**config.mk**
```make
export PLATFORM = sky130hd
export DESIGN_NAME = bitwise16_arbiter
export DESIGN_NICKNAME = d
export VERILOG_FILES = /design/src/rtl/bitwise16_arbiter.sv
export SDC_FILE = /design/constraint.sdc
export NUM_CORES = 1
export LEC_CHECK = 0
export BUFFER_PORTS_ARGS = -buffer_cell sky130_fd_sc_hd__buf_4
export CORE_MARGIN = 10
export CORE_UTILIZATION = 35
export DETAILED_ROUTE_END_ITERATION = 7
export HOLD_SLACK_MARGIN = 0.12
export PLACE_DENSITY_LB_ADDON = 0.2
export SLEW_MARGIN = 10
export SYNTH_ARGS = -nofsm -noshare
export SYNTH_HDL_FRONTEND = slang
export SYNTH_SLANG_ARGS = --single-unit
```
**constraint.sdc**
```tcl
create_clock -name clk -period 1.3 [get_ports clk]
set_input_delay 0.26 -clock clk [delete_from_list [all_inputs] [get_ports clk]]
set_output_delay 0.26 -clock clk [all_outputs]
set_load 0.1 [all_outputs]
```
**src/rtl/bitwise16_arbiter.sv**
```systemverilog
// bitwise16_arbiter: round-robin front end that shares one AND/OR/XOR/NAND
// unit between two valid/ready requesters. One operation is in flight at a
// time. The result is returned on a single registered port and tagged with
// the id of the requester that issued it.
module bitwise16_arbiter #(
   parameter int unsigned WIDTH    = 16,
   parameter bit          PRI_INIT = 1'b0
) (
   input  logic             clk,
   input  logic             rst_n,
   input  logic             req0_valid,
   output logic             req0_ready,
   input  logic [1:0]       req0_op,
   input  logic [WIDTH-1:0] req0_a,
   input  logic [WIDTH-1:0] req0_b,
   input  logic             req1_valid,
   output logic             req1_ready,
   input  logic [1:0]       req1_op,
   input  logic [WIDTH-1:0] req1_a,
   input  logic [WIDTH-1:0] req1_b,
   output logic             rsp_valid,
   input  logic             rsp_ready,
   output logic             rsp_id,
   output logic [WIDTH-1:0] rsp_data,
   output logic             busy
);

   localparam logic [1:0] ST_IDLE = 2'd0;
   localparam logic [1:0] ST_EXEC = 2'd1;
   localparam logic [1:0] ST_RESP = 2'd2;

   localparam logic [1:0] OP_AND  = 2'b00;
   localparam logic [1:0] OP_OR   = 2'b01;
   localparam logic [1:0] OP_XOR  = 2'b10;
   localparam logic [1:0] OP_NAND = 2'b11;

   logic [1:0]       r_state;
   logic             r_ptr;
   logic [1:0]       r_op;
   logic [WIDTH-1:0] r_a;
   logic [WIDTH-1:0] r_b;
   logic             r_id;
   logic             r_rsp_valid;
   logic             r_rsp_id;
   logic [WIDTH-1:0] r_rsp_data;

   logic             w_idle;
   logic             w_grant;
   logic             w_acc0;
   logic             w_acc1;
   logic [WIDTH-1:0] w_result;

   // Grant: a lone requester wins outright; contention or silence defers to the pointer
   always_comb begin
      w_grant = r_ptr;
      if (req0_valid != req1_valid) begin
         w_grant = req1_valid;
      end
   end

   assign w_idle     = (r_state == ST_IDLE);
   assign req0_ready = w_idle && !w_grant;
   assign req1_ready = w_idle &&  w_grant;
   assign w_acc0     = req0_valid && req0_ready;
   assign w_acc1     = req1_valid && req1_ready;

   // Bitwise function of the latched operation
   always_comb begin
      w_result = '0;
      case (r_op)
         OP_AND:  w_result = r_a & r_b;
         OP_OR:   w_result = r_a | r_b;
         OP_XOR:  w_result = r_a ^ r_b;
         OP_NAND: w_result = ~(r_a & r_b);
      endcase
   end

   // Sequencer: operand latch on accept, result register in EXEC, hold in RESP
   always_ff @(posedge clk) begin
      if (!rst_n) begin
         r_state     <= ST_IDLE;
         r_ptr       <= PRI_INIT;
         r_op        <= '0;
         r_a         <= '0;
         r_b         <= '0;
         r_id        <= 1'b0;
         r_rsp_valid <= 1'b0;
         r_rsp_id    <= 1'b0;
         r_rsp_data  <= '0;
      end else begin
         case (r_state)
            ST_IDLE: begin
               if (w_acc0 || w_acc1) begin
                  r_op    <= w_acc1 ? req1_op : req0_op;
                  r_a     <= w_acc1 ? req1_a  : req0_a;
                  r_b     <= w_acc1 ? req1_b  : req0_b;
                  r_id    <= w_acc1;
                  r_ptr   <= !w_acc1;
                  r_state <= ST_EXEC;
               end
            end
            ST_EXEC: begin
               r_rsp_data  <= w_result;
               r_rsp_id    <= r_id;
               r_rsp_valid <= 1'b1;
               r_state     <= ST_RESP;
            end
            ST_RESP: begin
               if (rsp_ready) begin
                  r_rsp_valid <= 1'b0;
                  r_state     <= ST_IDLE;
               end
            end
            default: begin
               r_rsp_valid <= 1'b0;
               r_state     <= ST_IDLE;
            end
         endcase
      end
   end

   assign rsp_valid = r_rsp_valid;
   assign rsp_id    = r_rsp_id;
   assign rsp_data  = r_rsp_data;
   assign busy      = !w_idle;

endmodule

```
# Word-level counts from Yosys, hierarchy flattened
# Index checks and enable logic that the tools add are counted.
# totals
register_bits	56
input_bits	73
out_inout_bits	21
# op_classes
n_eq_ne	8
mux	10
bitwise	5
n_reduce_logical	13
# op_table
cell	count
one-hot mux 16 bit (4 select lines)	1
two-way mux 16 bit	2
bitwise AND 16 bit	1
NOT 16 bit	1
OR 16 bit	1
XOR 16 bit	1
== test 2 bit (second input constant)	3
two-way mux 2 bit	3
one-hot mux 2 bit (3 select lines)	1
AND reduction 2 bit	3
== test 2 x 1 -> 1 bit (second input constant)	2
logical AND 1 bit	4
logical NOT 2 bit	2
logical NOT 1 bit	3
one-hot mux 1 bit (3 select lines)	1
two-way mux 1 bit	2
inequality test 2 x 1 -> 1 bit (second input constant)	1
inequality test 2 bit (second input constant)	1
logical OR 1 bit	1
inequality test 1 bit	1
NOT 1 bit	1

# Depth between registers and ports, before layout
# Gate-level depths: netlist of the first run.
# depth
depth_word	8
ltp_mapped	7

# Worst setup path after synthesis of the first run
# OpenSTA, ideal clock, no wires.
# synth_timing
path_kind	flip-flop to output port
startpoint	register r_state[1]
endpoint	output port req0_ready
arrival_time_ns	2.456
required_time_ns	1.040
path_slack_ns	-1.416
stages_incl_launch_ff	7
path_buffers	3
cell_sequence	dfxtp_1 buf_2 nor2_1 inv_1 buf_2 buf_2 nor2_1
# synth_between
elab_chain_cells	2
# synth_rtl
element	line_no	text
start, declared	37	logic [1:0] r_state;
start signal, assigned	81	r_state <= ST_IDLE;
start signal, assigned	99	r_state <= ST_EXEC;
start signal, assigned	106	r_state <= ST_RESP;
logical NOT 2 bit	61	assign w_idle = (r_state == ST_IDLE);
logical AND 1 bit	62	assign req0_ready = w_idle && !w_grant;
end, declared	12	output logic req0_ready,
# No other way between the ends.

# Worst setup path in the final report of the first run
# Same ends and word-level chain as after synthesis.

==> results of run 1 <==
## final cells by class
class	count	area [sq um]
Clock buffer	5	68.82
Clock inverter	3	26.28
Fill cell	919	4344
Inverter	35	131.4
Multi-Input combinational cell	295	2384
Sequential cell	56	1167
Tap cell	133	166.4
Timing Repair Buffer	151	1351
## metrics by stage
step / area [sq um] / instances / utilization / hold WS (ns) / power (uW)
2_1_floorplan: 3491 / 425 / - / 0.3908 / 3291
3_3_place_gp: 4527 / 657 / 0.4696 / 0.4452 / 3926
3_5_place_dp: 4527 / 657 / 0.4696 / 0.4532 / 3973
4_1_cts: 4898 / 673 / 0.5082 / 0.2084 / 5175
5_1_grt: 5295 / 678 / 0.5493 / 0.1994 / 5684
6_report: 5295 / 678 / 0.5493 / 0.2015 / 5394
## what timing repair did
| item | in CTS | in global routing |
|---|---|---|
| hold buffers | 0 | 0 |
| setup buffers | 6 | 5 |
| pin swaps | 23 | 62 |
| resized for setup | 47 | 99 |
| endpoints found under the setup margin | 51 | 57 |
| gates cloned | 3 | 1 |
## tightest hold or removal path: stages
cell and delay [ns]:
buf_4 0.11, nand3_2 0.05, a31oi_1 0.06
## worst paths after layout
path         slack, ns  cells after the start                  endpoint
min               0.20                      3       r_a[5]$_SDFFE_PN0P_
max reg2reg      -0.26                      7      r_b[13]$_SDFFE_PN0P_
max              -0.27                      5                req0_ready
min reg2reg       0.46                      2  rsp_data[0]$_SDFFE_PN0P_
## synth_stat cells (all sizes together)
library cell / number
o311ai: 2
o211ai: 3
inv: 35
o211a: 1
clkbuf: 20
or3b: 3
a32o: 8
a211o: 3
nand2b: 22
nor3b: 4
a21oi: 24
dfxtp: 56
mux2i: 1
buf: 19
nor2: 10
nand3: 57
o21ai: 50
o221ai: 3
a31oi: 21
or2: 1
nand2: 13
and2: 1
maj3: 1
a311oi: 19
nor2b: 7
ha: 32
nor3: 1
nand3b: 8
## logic make-up after synthesis
group,count (synthesis),synth area share
compound gates,134,0.2488
fa+ha+maj,33,0.1200
buf+inv,74,0.09404
flops,56,0.3278
mux,1,0.002927
simple gates,127,0.2064
## metal layers
metal	routed length (um)	vias up	part of all wire
met5	0	-	0
met4	264	0	0.022
met3	746	19	0.064
met2	5367	118	0.46
met1	5357	1652	0.46
li1	-	1769	-
## power by group
group | switching, uW | internal, uW | leakage, uW
Clock | 635 | 399 | 0.0000491
Sequential | 164 | 1910 | 0.000472
Combinational | 1290 | 996 | 0.00158
Total | 2090 | 3300 | 0.00210
## registers in the layout, indices dropped and copies added, names as in the netlist
name,cells
r_b,16
r_a,16
r_op,2
rsp_id,1
rsp_data,16
r_id,1
r_ptr,1
rsp_valid,1
r_state,2
==> flow_summary.ini, run 1 <==
[run_status]
outcome = finished, violations left
violations = setup timing

[setup_path]
cp_slowest_cell = dfxtp_4
worstPathCellList = nor2_4 -> inv_2 -> buf_6 -> nor2_4 -> buf_12
critPathKind = flip-flop to primary output
critPathBufInv = 3
r2r_start = r_state[1]$_SDFFE_PN0P_
endpoint_kind = primary output
crit_top_cell = nor2_4
crit_arrival_ns = 1.31
cp_top_family = buffers and inverters
critPathMaxStageDelay_ns = 0.38
startpoint = r_state[1]$_SDFFE_PN0P_
crit_required_ns = 1.04
critPathLaunchType = flip-flop
critPathMaxFanout = 3

[sta]
worst_slew_pin_slew_ns = 0.5731
min_period_ns = 1.569
post-route-period-util = 1.207
relSlewSlack = 0.6170
finalHoldViolations = 0
setup_ws_ns = -0.2690
rsz0062_at_grt = true
drv_slew = 0
setup_viol = 42
max_clock_freq_mhz = 637.4
setup_tns_ns = -6.318
fin_skew_ns = 0.01044

[grt]
grt_overflow_total = 0
grt_pass1_wl_um = 18420
grt_max_degree = 42
grt_util_met2 = 0.2476
antenna_found_initial = 0
gr-usage-met1 = 0.2062
grtUsageTotal = 0.1559
grt_use_met3 = 0.04110
top_usage_layer = met2
grt_pass1_vias = 3635

[detailed_routing]
routed_wl_um = 11740
vias = 3558
drcViolationCount = 0
dr.first_iter.drc_count = 189
wl_per_cell_um = 17.31
vias_per_cell = 5.248
antenna_left = 0
dr.pass1.iters = 4

[floorplanning]
dieHeight_um = 118.8
io_pins = 94
die_x_um = 118.8
row_count = 36
coreArea_sq_mm = 0.009639
start_util = 0.3548
die_area_sq_mm = 0.01412

[yosys]
syn_area_per_cell_sq_um = 8.046
netlist_area_sq_mm = 0.003420
ys_warn_count = 0
yosys.area.top_type = dfxtp_1
synth-seq-cells = 56
synth_cells = 425
synth_top_area_frac = 0.3278
synth_area_leaders = dfxtp_1 (33%), ha_1 (12%), nand3_1 (8.3%), o21ai_0 (6.4%), a311oi_1 (4.9%)
synth.distinct_cells = 35
seq_area_frac_synth = 0.3278
syn-num-nets = 530

[cts]
clock-sinks = 56
htree_levels = 2
cts_buffers = 5
clk_latency_ns = 0.32
cts_root_buf = clkbuf_8
cts_buffer_depth = 2
cts_tree = built
clk_pin_slew_ns = 0.12

[placed_design]
post-place-ws_ns = -0.2802
place_congestion = 0.8139
hpwl_um = 8598
io_buffers = 93

[layout]
drive_gt1_frac = 0.4734
area_delta_synth_final_pct = 54.85
nNetsFinal = 649
final_common_cell = buf_4
antennaDiodeCount = 0
mostFrequentLayoutCells = buf_4 (123), inv_1 (31), ha_1 (30)

[worst_hold_path]
min_from = req1_a[5]
min_path_type = input port to flip-flop

[power]
leakage_uw = 0.002100
powerDensity_mw_per_mm2 = 1019
ir_drop_mv = 0.5501

[job]
drv_cap = 0
Power figures use the tool's default switching activity.
==> run 2: changes to the inputs <==
--- a/config.mk
+++ b/config.mk
@@ -11,6 +11,7 @@
 export DETAILED_ROUTE_END_ITERATION = 7
 export HOLD_SLACK_MARGIN = 0.12
 export PLACE_DENSITY_LB_ADDON = 0.2
+export SETUP_SLACK_MARGIN = 0.4
 export SLEW_MARGIN = 10
 export SYNTH_ARGS = -nofsm -noshare
 export SYNTH_HDL_FRONTEND = slang
==> flow_summary.ini, run 2 (same netlist as run 1, synthesis figures left out) <==
[sta]
setup_viol = 53
setup_ws_ns = -0.2412
fin_skew_ns = 0.008657
min_period_ns = 1.541
rsz0062_at_grt = true
drv_slew = 0
max_clock_freq_mhz = 648.8
worst_slew_pin_slew_ns = 0.3761
relSlewSlack = 0.7487
post-route-period-util = 1.186
finalHoldViolations = 0

[detailed_routing]
dr.pass1.iters = 4
wl_met2_um = 5816
met1Wirelength_um = 5514
vias_per_cell = 5.229
wl_per_cell_um = 17.06
antenna_left = 0
vias = 3660
routed.top_layer = met4
wl_met3_um = 556
drcViolationCount = 0
routed_wl_um = 11940
dr.first_iter.drc_count = 156

[run_status]
violations = setup timing
outcome = finished, violations left

[layout]
area_delta_synth_final_pct = 75.85
antennaDiodeCount = 0
drive_gt1_frac = 0.5732
stdcell_count = 700
final_common_cell = buf_4
nNetsFinal = 671
final_util = 0.6238
fillers = 817
mostFrequentLayoutCells = buf_4 (116), dfxtp_2 (38), inv_1 (31)

[cts]
cts_root_buf = clkbuf_8
clk_latency_ns = 0.32
clock-sinks = 56
htree_levels = 2
clk_pin_slew_ns = 0.11
cts_buffer_depth = 2
cts_tree = built
cts_buffers = 5

[job]
drv_cap = 0

[worst_hold_path]
min_from = req0_a[6]
hold_end = r_a[6]$_SDFFE_PN0P_
min_path_type = input port to flip-flop
min_path_cells = 3

[floorplanning]
dieHeight_um = 118.8
io_pins = 94
row_count = 36
die_area_sq_mm = 0.01412
coreArea_sq_mm = 0.009639
start_util = 0.3548
die_x_um = 118.8

[grt]
grt_max_degree = 42
grt_pass1_wl_um = 18220
grt_overflow_total = 0
grtUsageTotal = 0.1543
antenna_found_initial = 0
grt_pass1_vias = 3673

[placed_design]
hpwl_um = 8337
io_buffers = 93
place_congestion = 0.8352
dp.cells = 650
post-place-ws_ns = -0.2690

[setup_path]
critPathKind = flip-flop to primary output
reg2reg_depth = 7
cp_slowest_cell = dfxtp_1
critPathLaunchType = flip-flop
cp_top_family = flip-flops
worstPathCellList = maj3_2 -> and2_4 -> buf_12
r2r_start = r_state[1]$_SDFFE_PN0P_
crit_required_ns = 1.04
reg2reg_slack_ns = -0.17
crit_arrival_ns = 1.28
worstReg2RegEnd = r_b[6]$_SDFFE_PN0P_
critPathMaxStageDelay_ns = 0.33
critPathBufInv = 1
critPathMaxFanout = 2
startpoint = r_ptr$_SDFFE_PN0P_
endpoint_kind = primary output

[power]
powerDensity_mw_per_mm2 = 979.8
leakage_uw = 0.002342
ir_drop_mv = 0.5751
run 2: cell count changes in the layout (fill, tap and decap cells not counted), sizes merged:
cell / delta
bufinv: +1
inv: -2
clkbuf: +2
buf: +21
run 2: tightest hold or removal path, stage by stage:
cell and delay, ns:
buf_4 0.11, nand3_2 0.04, a31oi_1 0.06
run 2: area by class of cell:
class | count | area [sq um] | share of cell area
timing repair buffer | 173 | 1810 | 0.3011
inverter | 35 | 131.4 | 0.02185
multi-input combinational | 295 | 2599 | 0.4322
clock buffer | 6 | 72.57 | 0.01207
sequential | 56 | 1199 | 0.1993
clock inverter | 2 | 35.03 | 0.005826
tap | 133 | 166.4 | 0.02767
run 2: repair_timing:
action / 4_1_cts / 5_1_grt
setup endpoints to repair: 77 / 77
setup buffers: 21 / 15
resized for setup: 132 / 97
cloned: 3 / 3
hold buffers: 0 / 0
pin swaps: 33 / 65
run 2: per-layer routing:
layer / GRT usage / vias up
met1: 0.1992 / 1754
met4: 0.03893 / 0
li1: - / 1818
met3: 0.03921 / 4
met2: 0.2514 / 84
met5: 0 / -
run 2: how the worst max path moves through the flow:
stage	cells past startpoint	endpoint
after floorplan	6	req0_ready
after global placement	4	r_a[0]$_SDFFE_PN0P_
after detailed placement	4	r_a[3]$_SDFFE_PN0P_
after CTS	5	req0_ready
after global routing	5	req0_ready
final	3	req1_ready
run 2: report_power, final:
group	switching (uW)	total, uW	internal, uW
clock network	606	1180	574
logic	1390	2620	1230
registers	184	2100	1910
run 2: stage by stage:
stage / cell area, sq um / setup TNS (ns) / hold slack (ns) / total power (uW)
floorplan: 3577 / -0.9464 / 0.3908 / 3340
global placement: 4536 / -4.240 / 0.4381 / 3930
detailed placement: 4536 / -5.350 / 0.4394 / 3970
CTS: 5355 / -5.720 / 0.1998 / 5534
global route: 6013 / -8.206 / 0.2012 / 6171
finish: 6013 / -4.680 / 0.1906 / 5892
